===== src/rtl/keypad_driver_pkg.sv =====
`default_nettype none
// ---------------------------------------------------------------------------
// keypad_driver_pkg : FSM encoding, counter width and key-mapping helpers
// Rev 1.0
// ---------------------------------------------------------------------------
package keypad_driver_pkg;

   localparam int CNT_W = 24;
   localparam int KEY_W = 4;

   typedef enum logic [1:0] {
      ST_IDLE    = 2'd0,
      ST_PRESS   = 2'd1,
      ST_RELEASE = 2'd2
   } state_t;

   function automatic logic [1:0] col_idx(input logic [KEY_W-1:0] code);
      return code[1:0];
   endfunction

   function automatic logic [1:0] row_idx(input logic [KEY_W-1:0] code);
      return code[3:2];
   endfunction

   // Active-low one-cold row pattern for a given row index.
   function automatic logic [3:0] row_mask(input logic [1:0] idx);
      return ~(4'b0001 << idx);
   endfunction

endpackage
`default_nettype wire


===== src/rtl/key_fifo.sv =====
`default_nettype none
// ---------------------------------------------------------------------------
// key_fifo : small FIFO of key codes with occupancy-based full/empty
// Rev 1.0
// ---------------------------------------------------------------------------
module key_fifo
   import keypad_driver_pkg::*;
#(
   parameter int DEPTH = 4
) (
   input  logic             clk,
   input  logic             rst,
   input  logic             push,
   input  logic [KEY_W-1:0] push_data,
   input  logic             pop,
   output logic [KEY_W-1:0] pop_data,
   output logic             full,
   output logic             empty
);

   localparam int PTR_W = $clog2(DEPTH);

   logic [KEY_W-1:0] mem [DEPTH];
   logic [PTR_W-1:0] wr_ptr;
   logic [PTR_W-1:0] rd_ptr;
   logic [PTR_W:0]   count;
   logic             do_push;
   logic             do_pop;

   assign do_push = push & ~full;
   assign do_pop  = pop & ~empty;

   // Pointers wrap naturally because DEPTH is a power of two.
   always_ff @(posedge clk) begin
      if (!rst) begin
         wr_ptr <= '0;
         rd_ptr <= '0;
         count  <= '0;
      end else begin
         if (do_push) begin
            wr_ptr <= wr_ptr + 1'b1;
         end
         if (do_pop) begin
            rd_ptr <= rd_ptr + 1'b1;
         end
         case ({do_push, do_pop})
            2'b10:   count <= count + 1'b1;
            2'b01:   count <= count - 1'b1;
            default: count <= count;
         endcase
      end
   end

   always_ff @(posedge clk) begin
      if (rst && do_push) begin
         mem[wr_ptr] <= push_data;
      end
   end

   assign pop_data = mem[rd_ptr];
   assign full     = (count == (PTR_W + 1)'(DEPTH));
   assign empty    = (count == '0);

endmodule
`default_nettype wire


===== src/rtl/keypad_driver.sv =====
`default_nettype none
// ---------------------------------------------------------------------------
// keypad_driver : emulates key presses on a scanned 4x4 matrix from a queue
// Rev 1.0
// ---------------------------------------------------------------------------
module keypad_driver
   import keypad_driver_pkg::*;
#(
   parameter int PRESS_CYCLES   = 1048576,
   parameter int RELEASE_CYCLES = 524288,
   parameter int FIFO_DEPTH     = 4
) (
   input  logic             clk,
   input  logic             rst,
   input  logic [KEY_W-1:0] key_code,
   input  logic             key_valid,
   output logic             key_ready,
   input  logic [3:0]       col,
   output logic [3:0]       row,
   output logic             busy,
   output logic             key_done
);

   localparam logic [CNT_W-1:0] PRESS_LOAD   = CNT_W'(PRESS_CYCLES - 1);
   localparam logic [CNT_W-1:0] RELEASE_LOAD = CNT_W'(RELEASE_CYCLES - 1);

   state_t           state;
   state_t           state_nxt;
   logic [CNT_W-1:0] count;
   logic [CNT_W-1:0] count_nxt;
   logic [KEY_W-1:0] active_key;
   logic [KEY_W-1:0] active_nxt;
   logic             done_nxt;
   logic             pop;
   logic             push;
   logic             fifo_full;
   logic             fifo_empty;
   logic [KEY_W-1:0] head;

   assign push = key_valid & key_ready;

   key_fifo #(
      .DEPTH (FIFO_DEPTH)
   ) u_key_fifo (
      .clk       (clk),
      .rst       (rst),
      .push      (push),
      .push_data (key_code),
      .pop       (pop),
      .pop_data  (head),
      .full      (fifo_full),
      .empty     (fifo_empty)
   );

   always_ff @(posedge clk) begin
      if (!rst) begin
         state      <= ST_IDLE;
         count      <= '0;
         active_key <= '0;
         key_done   <= 1'b0;
      end else begin
         state      <= state_nxt;
         count      <= count_nxt;
         active_key <= active_nxt;
         key_done   <= done_nxt;
      end
   end

   // The pop decision uses the registered empty flag, so a key pushed this
   // cycle is only seen by IDLE on the following cycle.
   always_comb begin
      state_nxt  = state;
      count_nxt  = count;
      active_nxt = active_key;
      done_nxt   = 1'b0;
      pop        = 1'b0;
      case (state)
         ST_IDLE: begin
            if (!fifo_empty) begin
               pop        = 1'b1;
               active_nxt = head;
               count_nxt  = PRESS_LOAD;
               state_nxt  = ST_PRESS;
            end
         end
         ST_PRESS: begin
            if (count == '0) begin
               count_nxt = RELEASE_LOAD;
               state_nxt = ST_RELEASE;
            end else begin
               count_nxt = count - 1'b1;
            end
         end
         ST_RELEASE: begin
            if (count == '0) begin
               done_nxt  = 1'b1;
               state_nxt = ST_IDLE;
            end else begin
               count_nxt = count - 1'b1;
            end
         end
         default: begin
            state_nxt = ST_IDLE;
         end
      endcase
   end

   // Outputs are forced to their idle values while reset is asserted so the
   // key is released in the very cycle reset is applied.
   always_comb begin
      row = 4'hF;
      if (rst && (state == ST_PRESS) && (col[col_idx(active_key)] == 1'b0)) begin
         row = row_mask(row_idx(active_key));
      end
   end

   assign key_ready = ~rst | ~fifo_full;
   assign busy      = rst & ((state != ST_IDLE) | ~fifo_empty);

endmodule
`default_nettype wire

===== config.mk =====
export PLATFORM = sky130hd
export DESIGN_NAME = keypad_driver
export DESIGN_NICKNAME = d
export VERILOG_FILES = /design/src/rtl/keypad_driver_pkg.sv /design/src/rtl/key_fifo.sv /design/src/rtl/keypad_driver.sv
export SDC_FILE = /design/constraint.sdc
export NUM_CORES = 1
export LEC_CHECK = 0
export CORE_MARGIN = 5
export CORE_UTILIZATION = 59
export DETAILED_ROUTE_END_ITERATION = 6
export PLACE_DENSITY = 0.91
export SLEW_MARGIN = 0
export SYNTH_ARGS = -nofsm -noshare
export SYNTH_HDL_FRONTEND = slang
export SYNTH_SLANG_ARGS = --single-unit

===== constraint.sdc =====
create_clock -name clk -period 3.3 [get_ports clk]
set_clock_uncertainty 0.15 [all_clocks]
set_input_delay 0.495 -clock clk [delete_from_list [all_inputs] [get_ports clk]]
set_output_delay 0.495 -clock clk [all_outputs]
set_load 0.03 [all_outputs]

## After elaboration in Yosys (flattened, before gate mapping)

Memories as Yosys holds them, arrays and structs flattened. A register that Yosys moved wholly into a read port is not among the register bits.
Cells that the tools add are included.

| cells by class | value |
|---|---|
| muxes and demuxes | 17 |
| equal/unequal tests | 9 |
| $add $sub $neg | 5 |
| bitwise operators | 11 |
| shift operators | 1 |
| reductions and logical operators | 14 |
| order comparisons | 1 |

Operator list:

| operator | number |
|---|---|
| 2-to-1 mux 24 bit | 3 |
| one-hot mux 24 bit (3 select lines) | 1 |
| logical NOT 24 bit | 1 |
| subtractor 24 x 1 -> 24 bit, second input constant | 1 |
| inequality test 2 bit, second input constant | 4 |
| 2-to-1 mux 1 bit | 6 |
| 2-to-1 mux 2 bit | 3 |
| one-hot mux 2 bit (3 select lines) | 1 |
| one-hot mux 3 bit (2 select lines) | 1 |
| AND reduction 3 bit | 2 |
| adder 2 x 1 -> 2 bit, second input constant | 2 |
| AND 1 bit | 4 |
| == test 2 x 1 -> 1 bit, second input constant | 2 |
| == test 2 bit, second input constant | 2 |
| 2-to-1 mux 4 bit | 1 |
| inverter 1 bit | 4 |
| inverter 4 bit | 1 |
| AND reduction 2 bit | 2 |
| nonzero test 2 bit | 2 |
| left shift 1 x 2 -> 4 bit, first input constant | 1 |
| adder 3 x 1 -> 3 bit, second input constant | 1 |
| == test 3 bit, second input constant | 1 |
| logical AND 1 bit | 3 |
| logical NOT 3 bit | 1 |
| other kinds (7) | 8 |

| word-level totals | value |
|---|---|
| input port bits | 11 |
| output and inout port bits | 7 |
| word-level logic and storage cells | 65 |
| flip-flop bits (word level) | 34 |
| memories | 1 |
| RAM bits | 16 |

Memories:

| memory | words | bits a word | rd ports | clocked after Yosys merged registers in | write ports | line | RTL |
|---|---|---|---|---|---|---|---|
| u_key_fifo.mem | 4 | 4 | 1 | 1 | 1 | key_fifo.sv:23 | `logic [KEY_W-1:0] mem [DEPTH];` |

## Depth between registers and ports, before layout

| logic depth | value |
|---|---|
| depth after elaboration | 8 |
| gate-level depth with buffers | 10 |
| depth with buffers taken out | 10 |

## Hierarchy

Synthesis repeated with hierarchy kept, for this count alone.

| unflattened totals | value |
|---|---|
| cell total of the unflattened synthesis | 305 |
| area total of the unflattened synthesis | 2976.6 um^2 |

Modules (own cells, without submodules):

| module | instances | cells an instance | area each (um^2) | sequential area each (um^2) |
|---|---|---|---|---|
| keypad_driver | 1 | 231 | 1911.8 | 620.6 |
| key_fifo | 1 | 74 | 1064.8 | 660.6 |

## Worst setup path after synthesis

OpenSTA, ideal clock, no wires.

| path | value |
|---|---|
| kind | flip-flop to flip-flop |
| start point | register count[0] |
| end point | register count[14] |
| clock period less this slack | 2560 ps |
| buffers on the path | 3 |
| stages on the path, launching flop included | 10 |
| data required time | 3034 ps |
| library setup time | 116 ps |
| path slack | 740 ps |
| data arrival time | 2295 ps |
| path through | dfxtp_1 > inv_1 > ha_1 > or4b_1 > buf_2 > or3_1 > buf_6 > o31a_1 > buf_6 > a31o_1 |

| between the ends | value |
|---|---|
| longest elaborated chain between the ends | 3 |
| elaborated cells on any way between the ends | 7 |
| those cells by class | add/sub (1); eq/ne (1); mux (3); reduce/logical (2) |

RTL lines:

| item | line | RTL |
|---|---|---|
| start, declared | keypad_driver.sv:29 | `logic [CNT_W-1:0] count;` |
| start signal, assigned | keypad_driver.sv:63 | `count <= count_nxt;` |
| subtractor 24 x 1 -> 24 bit or logical NOT 24 bit (tied branches) | - |  |
| 2-to-1 mux 24 bit, or another cell as far along | keypad_driver.sv:95 | `if (count == '0) begin` |
| one-hot mux 24 bit (3 select lines) or AND reduction 3 bit (tied branches) | - |  |

Parallel ways exist; a longest one is shown, timed or not. The select of a mux whose other input is x is not followed.
A chain may end at the register's enable or synchronous reset.

## Worst setup path after layout

| path | value |
|---|---|
| start point | input port col[3] |
| end point | output port row[2] |

| between the ends | value |
|---|---|
| longest elaborated chain between the ends | 5 |

RTL lines:

| item | line | RTL |
|---|---|---|
| start, declared | keypad_driver.sv:18 | `input logic [3:0] col,` |
| binary-select mux 1 bit (select 2 bit) | keypad_driver.sv:112 | `if (rst && (state == ST_PRESS) && (col[col_idx(active_key)] == 1'b0)) begin` |
| 2-to-1 mux 1 bit (implied by the code) | keypad_driver.sv:112 |  |
| inverter 1 bit | keypad_driver.sv:112 |  |
| logical AND 1 bit | keypad_driver.sv:112 |  |
| 2-to-1 mux 4 bit | keypad_driver.sv:112 |  |
| end, declared | keypad_driver.sv:19 | `output logic [3:0] row,` |

No other way between the ends. The select of a mux whose other input is x is not followed.

==> out/summary.txt <==
RUN STATUS
--------------------------------------------------------------------------------------------------------
Result of the run                                                                           finished, final reports clean

SYNTHESIS
--------------------------------------------------------------------------------------------------------
Number of enable-type register cells in the synthesized netlist                                       16
Yosys cell types                                                                                      55
Async S/R FF share, synth                                                                             0%
Synth Cell Area                                                                                 2860 um2
Sequential area share after synthesis                                                              43.5%
Top cell type by total area after synthesis                                                      dfxtp_1
Number of standard cells after synthesis                                                             307
Area share of the largest cell type after synthesis                                                26.6%
Most instantiated flip-flop cell in the synthesis netlist                                        dfxtp_1
Synthesized area per cell                                                                       9.30 um2
Top post-synthesis cells by area                                                            dfxtp_1 27%, edfxtp_1 17%, a21oi_1 5.6%, ha_1 4.8%, nand2_1 3.5%
Register bit count reported by yosys                                                                  54
Yosys Warn Count                                                                                       0
Synthesized net count                                                                                330

ROUTING
--------------------------------------------------------------------------------------------------------
Via total after detailed routing                                                                   2,502
Vias per Instance                                                                                   6.32
Detailed-route wire length per cell                                                              16.5 um
Number of search-and-repair iterations in the first detailed-routing pass                              5
Detailed Route Iter0 Violations                                                                      286
Routed Wire Length                                                                               6.55 mm
Number of DRC violations after detailed routing                                                        0
Number of routed nets with antenna violations                                                          0

CRITICAL PATH
--------------------------------------------------------------------------------------------------------
Critical R2R Capture                                                                            count[1]
Top fanout value on the critical path                                                                  3
Cell depth of the worst flop-to-flop path                                                              6
Worst path arrival time                                                                          2.46 ns
Critical Path Start Type                                                                      input port
WP data required                                                                                 2.65 ns
Number of buffer and inverter instances along the worst setup path                                     2
Slowest library cell on the worst path                                                      clkdlybuf4s50_1
CP peak stage delay                                                                              0.60 ns
Top cell family by delay on the critical path                                               buffers and inverters
Startpoint-to-endpoint class of the critical path                                              in -> out
Worst-path cell chain                                                                       clkdlybuf4s50_1 -> mux2_2 -> a211oi_1 -> nor2b_1 -> nand2_1 -> clkdlybuf4s50_1
Launching element of the worst setup path                                                         col[3]
Worst reg2reg path startpoint                                                                   count[0]
Flop2flop setup slack                                                                            0.35 ns
Library cell appearing most often on the critical path                                      clkdlybuf4s50_1
Type of element capturing the critical path                                                   output pin

MIN PATH
--------------------------------------------------------------------------------------------------------
Worst hold path endpoint                                                                    active_key[1]
Hold path start                                                                             active_key[1]
Worst hold path type                                                                          reg -> reg
Number of cells traversed by the worst hold path                                                       2

FLOORPLAN
--------------------------------------------------------------------------------------------------------
Starting utilization of the core area                                                              60.5%
Floorplan die area                                                                              6330 um2
Top Ports                                                                                             18
Row Count                                                                                             25
Chip width                                                                                       79.6 um
Area inside the core boundary                                                                   4720 um2
Floorplan die height                                                                             79.6 um

GLOBAL ROUTING
--------------------------------------------------------------------------------------------------------
Total congestion overflow after global routing                                                         0
Vias in the first global route                                                                     2,346
Initial antenna violation count                                                                        0
GRT Overall Usage                                                                                  22.0%
Maximum number of pins on one net before global-route repair                                          22
First-pass GRT wire length                                                                       11.0 mm

CLOCK NETWORK
--------------------------------------------------------------------------------------------------------
Clock root buffer                                                                               clkbuf_8
Sinks on the clock net                                                                                54
PostCTS Resize Cnt                                                                                     0
Maximum count of clock buffers along a single path                                                     2
Buffer count from post-CTS setup fixing                                                                0
CTS H-Tree Depth                                                                                       2
Clock insertion delay at the later pin of the skew report                                        0.32 ns
Post-CTS clock slew at the launch and capture registers of the worst setup and hold paths        0.10 ns
Clock buffer count from CTS                                                                            5
Post-CTS Hold Buffers                                                                                  0
TritonCTS clock tree                                                                               built

STA
--------------------------------------------------------------------------------------------------------
Hold violation total from the final report                                                             0
Final total negative setup slack                                                                    0 ns
Final number of setup-violating endpoints                                                              0
Highest Clock Rate                                                                               322 MHz
Final Critical Period                                                                            3.10 ns
Final number of max-transition violations                                                              0
Setup repair after global routing missed its margin                                                false
Headroom to the max-slew limit                                                                     44.9%
Worst-Margin Slew                                                                               0.827 ns
Final period utilization                                                                           94.0%

PLACE
--------------------------------------------------------------------------------------------------------
DP Cell Count                                                                                        388
Routability congestion estimate                                                                    0.909
Dpl hpwl                                                                                         4.63 mm
Count of port buffers added during placement                                                          17

POWER
--------------------------------------------------------------------------------------------------------
Leak                                                                                             1.13 nW
Worst IR Drop VDD                                                                             0.000518 V
Power density relative to cell area                                                           918 nW/um2

FINISH
--------------------------------------------------------------------------------------------------------
Final #Nets                                                                                          351
Layout Area Growth over Synthesis                                                                  12.1%
Antenna Diode Count                                                                                    0
Final standard cell count with taps included and fillers excluded                                    396
Fraction of layout instances using a drive strength above 1                                        10.9%
Total of fill cells in the finished design                                                           372

JOB
--------------------------------------------------------------------------------------------------------
Number of max-cap violations                                                                           0

==> cell usage in the layout, fill, tap and decap left out, types with 3 or more instances in the layout <==
cell	Yosys	final
o221a_2	4	4
or2_2	3	3
xor2_1	3	3
dfxtp_1	38	38
o21ai_0	17	17
buf_4	0	10
edfxtp_1	16	16
nor4_1	6	6
a31oi_1	3	3
or3_1	4	4
xnor2_1	3	3
o31ai_1	3	3
mux4_2	4	4
o21a_1	3	3
inv_1	14	14
nand3_1	11	11
a21oi_1	32	32
nand4_1	7	7
clkdlybuf4s50_1	0	16
nor3_1	11	11
and3_1	5	5
ha_1	11	11
nand3b_1	3	3
a41oi_1	3	3
clkbuf_8	0	5
nor2_1	27	27
nand2_1	27	27
==> worst reg2reg max path, cell delays in order (launching register included) <==
cell     delay (ns)
dfxtp_1        0.37
inv_1          0.07
ha_1           0.19
or4b_1         0.58
or3_1          0.57
o31a_1         0.55
o221a_2        0.36
==> per-layer routing <==
metal | GRT usage (%) | wire length [um]
met1 | 28.4 | 2850
met2 | 37.0 | 3210
met3 | 4.06 | 367
met4 | 7.73 | 119
met5 | 0 | 0
==> worst max path at each step <==
stage,end,slack (ns),cells after the start
after CTS,row[2],0.22,6
after global placement,row[0],0.32,6
final,row[2],0.20,6
after global routing,row[2],0.11,6
after floorplan,count[14],0.74,9
after detailed placement,row[2],0.23,6
==> logic make-up after synthesis <==
group           Yosys count  synth area share (%)
mux                       7                  4.25
simple gates            119                  21.5
compound gates           82                  19.0
flops                    54                  43.5
buf+inv                  27                  4.38
fa+ha+maj                12                  5.52
xor+xnor                  6                  1.84
==> Yosys cell counts (all sizes together), types with 2 or more instances <==
cell type	count
nand4	7
and2	2
edfxtp	16
o31ai	5
nand2	27
dfxtp	38
ha	11
or2	3
nand3	11
mux2i	2
and3	5
or4	2
xor2	3
a31o	2
nand3b	3
o311ai	2
mux4	4
a21oi	32
buf	4
o21a	3
xnor2	3
or3	4
a41oi	3
nor2	27
a21boi	2
clkbuf	8
inv	14
a311oi	2
a31oi	3
nand2b	2
nor3	12
nor4	7
o221a	4
o21ai	19
or4b	2
nor2b	2
==> where the power goes <==
group | total [mW] | switching (mW) | internal [mW]
logic | 1.45 | 0.874 | 0.579
registers | 1.09 | 0.218 | 0.869
clock network | 0.397 | 0.241 | 0.157
==> final cells by class <==
class / instances / area (um2) / share of cell area (%)
Sequential cell: 54 / 1240 / 38.8
Tap cell: 67 / 83.8 / 2.62
Clock buffer: 5 / 68.8 / 2.15
Multi-Input combinational cell: 226 / 1490 / 46.5
Timing Repair Buffer: 26 / 235 / 7.35
Clock inverter: 3 / 26.3 / 0.821
Inverter: 15 / 56.3 / 1.76
==> registers in the layout, indices dropped and copies added, names as in the netlist <==
register	flops
active_key	4
count	24
key_done	1
state	2
u_key_fifo.count	3
u_key_fifo.mem	16
u_key_fifo.rd_ptr	2
u_key_fifo.wr_ptr	2
==> per-stage QoR <==
stage / hold slack [ns] / cell area, um2 / util [%] / setup WS [ns] / power, mW
floorplan: 0.301 / 2860 / - / 0.740 / 2.17
global placement: 0.318 / 3110 / 65.7 / 0.317 / 2.43
detailed placement: 0.316 / 3110 / 65.7 / 0.229 / 2.51
CTS: 0.332 / 3200 / 67.8 / 0.217 / 2.92
global route: 0.361 / 3200 / 67.8 / 0.107 / 3.16
finish: 0.333 / 3200 / 67.8 / 0.199 / 2.94
Note: power is estimated with default switching activity, not from simulation.
